File: src/rtl/axi_rd_master.sv
// axi_rd_master: single-outstanding AXI4 read master that turns client requests into INCR bursts.
//   client request : req_valid/req_ready/req_addr/req_len (len = beats-1)
//   client response: rsp_valid/rsp_ready/rsp_data/rsp_last/rsp_err (one registered beat)
//   AXI AR channel : ARID/ARADDR/ARLEN/ARSIZE/ARBURST/ARVALID/ARREADY
//   AXI R channel  : RID/RDATA/RRESP/RLAST/RVALID/RREADY
//   busy           : high whenever a burst is in flight (state != IDLE)
module axi_rd_master #(
  parameter int ID_W      = 4,
  parameter int ADDR_W    = 32,
  parameter int DATA_W    = 32,
  parameter int LEN_W     = 4,
  parameter int MASTER_ID = 0
) (
  input  logic              ACLK,
  input  logic              ARESETn,
  input  logic              req_valid,
  output logic              req_ready,
  input  logic [ADDR_W-1:0] req_addr,
  input  logic [LEN_W-1:0]  req_len,
  output logic              rsp_valid,
  output logic [DATA_W-1:0] rsp_data,
  output logic              rsp_last,
  output logic              rsp_err,
  input  logic              rsp_ready,
  output logic [ID_W-1:0]   ARID,
  output logic [ADDR_W-1:0] ARADDR,
  output logic [LEN_W-1:0]  ARLEN,
  output logic [2:0]        ARSIZE,
  output logic [1:0]        ARBURST,
  output logic              ARVALID,
  input  logic              ARREADY,
  input  logic [ID_W-1:0]   RID,
  input  logic [DATA_W-1:0] RDATA,
  input  logic [1:0]        RRESP,
  input  logic              RLAST,
  input  logic              RVALID,
  output logic              RREADY,
  output logic              busy
);
  typedef enum logic [1:0] {IDLE, ADDR, DATA} state_t;
  state_t state, state_nx;
  logic [ADDR_W-1:0] addr_q;
  logic [LEN_W-1:0]  len_q, beat_cnt;
  logic              hs, last_beat;
  assign last_beat = beat_cnt == len_q;
  assign hs        = RVALID & RREADY;
  assign ARID      = ID_W'(MASTER_ID);
  assign ARADDR    = addr_q;
  assign ARLEN     = len_q;
  assign ARSIZE    = 3'b010;
  assign ARBURST   = 2'b01;
  assign busy      = state != IDLE;
  always_comb begin
    state_nx  = state;
    req_ready = 1'b0;
    ARVALID   = 1'b0;
    RREADY    = 1'b0;
    unique case (state)
      IDLE: begin
        req_ready = 1'b1;
        state_nx  = req_valid ? ADDR : IDLE;
      end
      ADDR: begin
        ARVALID  = 1'b1;
        state_nx = ARREADY ? DATA : ADDR;
      end
      DATA: begin
        // accept a beat only if the output register is empty or being drained this cycle
        RREADY   = ~rsp_valid | rsp_ready;
        state_nx = (RVALID & (~rsp_valid | rsp_ready) & (last_beat | RLAST)) ? IDLE : DATA;
      end
      default: state_nx = IDLE;
    endcase
  end
  always_ff @(posedge ACLK or negedge ARESETn) begin
    if (!ARESETn) begin
      state     <= IDLE;
      addr_q    <= '0;
      len_q     <= '0;
      beat_cnt  <= '0;
      rsp_valid <= 1'b0;
      rsp_data  <= '0;
      rsp_last  <= 1'b0;
      rsp_err   <= 1'b0;
    end else begin
      state <= state_nx;
      if (state == IDLE && req_valid) begin
        addr_q <= req_addr;
        len_q  <= req_len;
      end
      if (state == ADDR && ARREADY) beat_cnt <= '0;
      else if (hs && !last_beat) beat_cnt <= beat_cnt + LEN_W'(1);
      rsp_valid <= hs | (rsp_valid & ~rsp_ready);
      if (hs) begin
        rsp_data <= RDATA;
        rsp_last <= last_beat | RLAST;
        // RLAST must coincide exactly with the expected final beat
        rsp_err  <= (RRESP != 2'b00) | (RID != ID_W'(MASTER_ID)) | (RLAST != last_beat);
      end
    end
  end
endmodule

File: config.mk
export PLATFORM = sky130hd
export DESIGN_NAME = axi_rd_master
export DESIGN_NICKNAME = d
export VERILOG_FILES = /design/src/rtl/axi_rd_master.sv
export SDC_FILE = /design/constraint.sdc
export NUM_CORES = 1
export LEC_CHECK = 0
export CAP_MARGIN = 5
export CORE_ASPECT_RATIO = 0.7
export CORE_MARGIN = 3
export CORE_UTILIZATION = 44
export CTS_BUF_LIST = sky130_fd_sc_hd__clkbuf_8
export DETAILED_ROUTE_END_ITERATION = 12
export GPL_TIMING_DRIVEN = 1
export PLACE_DENSITY = 0.95
export SKIP_CTS_REPAIR_TIMING = 1
export SKIP_LAST_GASP = 1
export SYNTH_ARGS = -nofsm -noshare
export SYNTH_HDL_FRONTEND = slang
export SYNTH_SLANG_ARGS = --single-unit
File: constraint.sdc
create_clock -name ACLK -period 3.7 [get_ports ACLK]
set_input_delay 0.74 -clock ACLK [delete_from_list [all_inputs] [get_ports ACLK]]
set_output_delay 0.74 -clock ACLK [all_outputs]
set_load 0.03 [all_outputs]
==> results by group <==
Synth
  – Synth Area in Adders: 0.775%
  – Synth area leaders: dfrtp_1 60%, mux2_2 14%, mux2_4 13%
  – Largest area contributor in the netlist: dfrtp_1
  – Flops & latches, synth: just under 80
  – Compound-gate portion of the synthesized area: less than 1%
  – Sequential fraction of the synthesis area: 59.7%
  – Post-synthesis xor/xnor area fraction: between 1 and 1.5%
  – Synth cell types: 26
  – Largest family of logic cells by synthesized area: multiplexers
  – Mux cell area share after synthesis: 28.3%
  – Syn Area/Cell: approximately 16 µm²
  – Simple-gate share of the synthesized area: 3.99%
  – Syn Inst Count: 207
  – Post-Syn Area: 3230 µm²
  – Ys Warns: 0
  – Synth top area share: around 60%

Pwr
  – Sequential Power Share: 31.1%
  – P_sw: 1920 µW
  – Power share of the clock group: between 10 and 15%
  – Peak VDD IR: about 0.55 mV
  – Comb power frac: 55.0%
  – Leakage: 0.00220 µW
  – Cell Int Power: slightly below 3000 µW
  – Sw Share: 39.4%
  – P per Cell Area: between 900 and 1000 nW/µm²

CTS
  – Clk sinks: slightly below 80
  – Htree depth: 3
  – Clock root buffer: clkbuf_8
  – CTS tree: built
  – CTS Buf Count: 9
  – Maximum buffer depth of the clock tree: 2
  – CTS clk-pin slew, worst paths: about 80 ps
  – Later-pin clock latency in the skew report: between 300 and 400 ps

Critical path
  – Reg2reg end: rsp_err
  – Slowest stage cell, crit path: clkdlybuf4s50_1
  – CP peak stage delay: between 600 and 700 ps
  – Critical path class: primary input to output pin
  – CP Cell Sequence: clkdlybuf4s50_1 > nand2b_2 > nor2b_1 > clkdlybuf4s50_1
  – R2R Setup Slk: 1430 ps
  – FF-to-FF Start: beat_cnt[0]
  – Max FO, Critical Path: 4
  – CP Launch Type: primary input
  – Most Frequent Cell on Critical Path: clkdlybuf4s50_1
  – CP Capture Type: output pin
  – Reg2reg path depth: 7
  – Required @ worst endpoint: ~3000 ps
  – Critical Path AT: approximately 2200 ps

Drt
  – Drt via density: around 4.7
  – First DRT Iteration DRCs: 70
  – DRT Pass-1 Iters: 4
  – Drc violations: 0
  – Final WL: 7.78 mm
  – Total number of vias: approximately 2200
  – Routed Antenna Nets: 0
  – Wirelength per Cell: 16.8 µm

Worst hold path
  – Worst hold start: rsp_last
  – Endpoint, Worst Hold: rsp_last
  – Hold path depth: 2
  – Class of the worst hold path: flip-flop to flip-flop

Placement
  – Placed inst area: 4800 µm²
  – Routability Congestion: around 0.73
  – Port Buffers: roughly 160
  – DP Wirelength: 5.91 mm

Timing
  – Setup Skew: about 7.4 ps
  – Period utilization: roughly four fifths
  – Worst slew pin tran: between 900 and 1000 ps
  – Tmin final: just under 3000 ps
  – Final max-slew violation count: 0
  – FMAX: around 340 MHz
  – Setup TNS: 0 ps
  – Worst slew margin relative to its limit: between 30% and 40%
  – RSZ-0062 raised after global routing: false
  – Final setup vio count: 0
  – Final Hold Viols: 0

Layout
  – Design area: approximately 5000 µm²
  – Utilization after layout: ~72%
  – Layout cells sized above 1: 24.3%
  – Filler cell count: 483
  – Synth-to-Final Area Change: 55.4%
  – Nets: roughly 450
  – Antenna cells: 0

Floorplanning
  – Die Span Y: between 70 and 80 µm
  – Num rows: 25
  – Core Area: 6940 µm²
  – Die area: roughly 8400 µm²
  – Initial Util: a little under half
  – Num ports: 165
  – Die width: around 110 µm

Global route
  – Gr ovfl total: 0
  – First-pass GRT wire length: around 12 mm
  – All-Layer GR Usage: around a fifth
  – Vias in the first global route: approximately 2400
  – Largest net degree at the start of global routing: between 70 and 80
  – Initial antenna violation count: 0

Job
  – Max_cap viols: 0

Status
  – Status: complete, no violations
[synthesized netlist by cell type]
cell type / instances
mux2_2: 39
buf_2: 2
and2_1: 1
nor2_1: 2
xor2_1: 5
or4_1: 1
mux2_4: 29
conb_1: 2
buf_6: 5
nand4b_1: 1
nor2b_1: 2
nand3_1: 1
nor4_2: 1
ha_1: 2
nor2_2: 1
nand2b_1: 1
nand2b_2: 1
inv_1: 5
nor4_1: 1
mux2i_1: 4
o21ai_0: 3
a21o_1: 1
nor3b_1: 1
buf_4: 10
dfrtp_1: 77
nand2_1: 9
[metrics by stage]
stage / power (µW) / std cells / hold slack (ps) / worst slack (ps)
final: 4880 / 464 / 479 / 797
after global routing: 5110 / 464 / 521 / 745
after CTS: 4940 / 464 / 488 / 783
after detailed placement: 4240 / 449 / 471 / 787
after global placement: 4140 / 449 / 464 / 791
after floorplan: 3130 / 214 / 444 / 1600
[critical path, delay by kind of cell]
family / cells / cell delay (ps)
and+or+nand+nor: 2 / 280
buffers and inverters: 2 / 1140
[metal layers]
layer	GRT usage (%)	wire length (µm)	up-vias
met1	21.6	3140	1089
met2	34.2	4110	86
met3	5.32	462	6
met5	0	0	-
li1	-	-	1009
met4	4.29	75	0
[cell usage in the layout, fill, tap and decap left out, types with 2 or more instances in the layout]
cell,instances
xor2_1,5
bufinv_16,2
nor2b_1,2
nor2_1,2
clkbuf_8,10
mux2i_1,4
dfrtp_1,77
nand2_1,9
ha_1,2
clkdlybuf4s50_1,154
mux2_2,39
mux2_4,29
inv_1,6
conb_1,9
buf_4,4
o21ai_0,3
[flip-flops by register name, summed over array words and instances (netlist names)]
| name | cells |
|---|---|
| ARADDR | 32 |
| state | 2 |
| rsp_last | 1 |
| beat_cnt | 4 |
| rsp_data | 32 |
| ARLEN | 4 |
| rsp_valid | 1 |
| rsp_err | 1 |
[cell families after synthesis]
| kind of cell | after synthesis |
|---|---|
| AOI/OAI and AO/OA | 4 |
| xor gates and xnor gates | 5 |
| adders and majority gates | 2 |
| buffers and inverters | 22 |
| DFF | 77 |
| muxes | 72 |
| other | 2 |
| and+or+nand+nor | 23 |
[worst max-delay path by stage]
stage | start | to | depth (start not counted) | slack [ps]
2_1_floorplan | ARLEN[1] | rsp_err | 7 | 1600
3_3_place_gp | rsp_ready | RREADY | 4 | 790
3_5_place_dp | rsp_ready | RREADY | 4 | 790
4_1_cts | rsp_ready | RREADY | 4 | 780
5_1_grt | rsp_ready | RREADY | 4 | 750
6_report | rsp_ready | RREADY | 4 | 800
[power groups by stage]
| stage | Clock (µW) | Sequential (µW) | Combinational (µW) |
|---|---|---|---|
| floorplan | 0 | 2290 | 845 |
| global placement | 0 | 1490 | 2650 |
| detailed placement | 0 | 1530 | 2710 |
| CTS | 695 | 1520 | 2720 |
| global route | 740 | 1570 | 2800 |
| finish | 681 | 1520 | 2690 |
[area by class of cell]
class                      instances  area, µm²  area share, %
clock buffer                      10        138           2.74
clock inverter                     5       76.3           1.52
inverter                           5       18.8          0.374
multi-input combinational        115       1170           23.3
sequential                        77       1930           38.4
tap                               94        118           2.34
timing repair buffer             158       1570           31.3
Note: power is estimated with default switching activity, not from simulation.
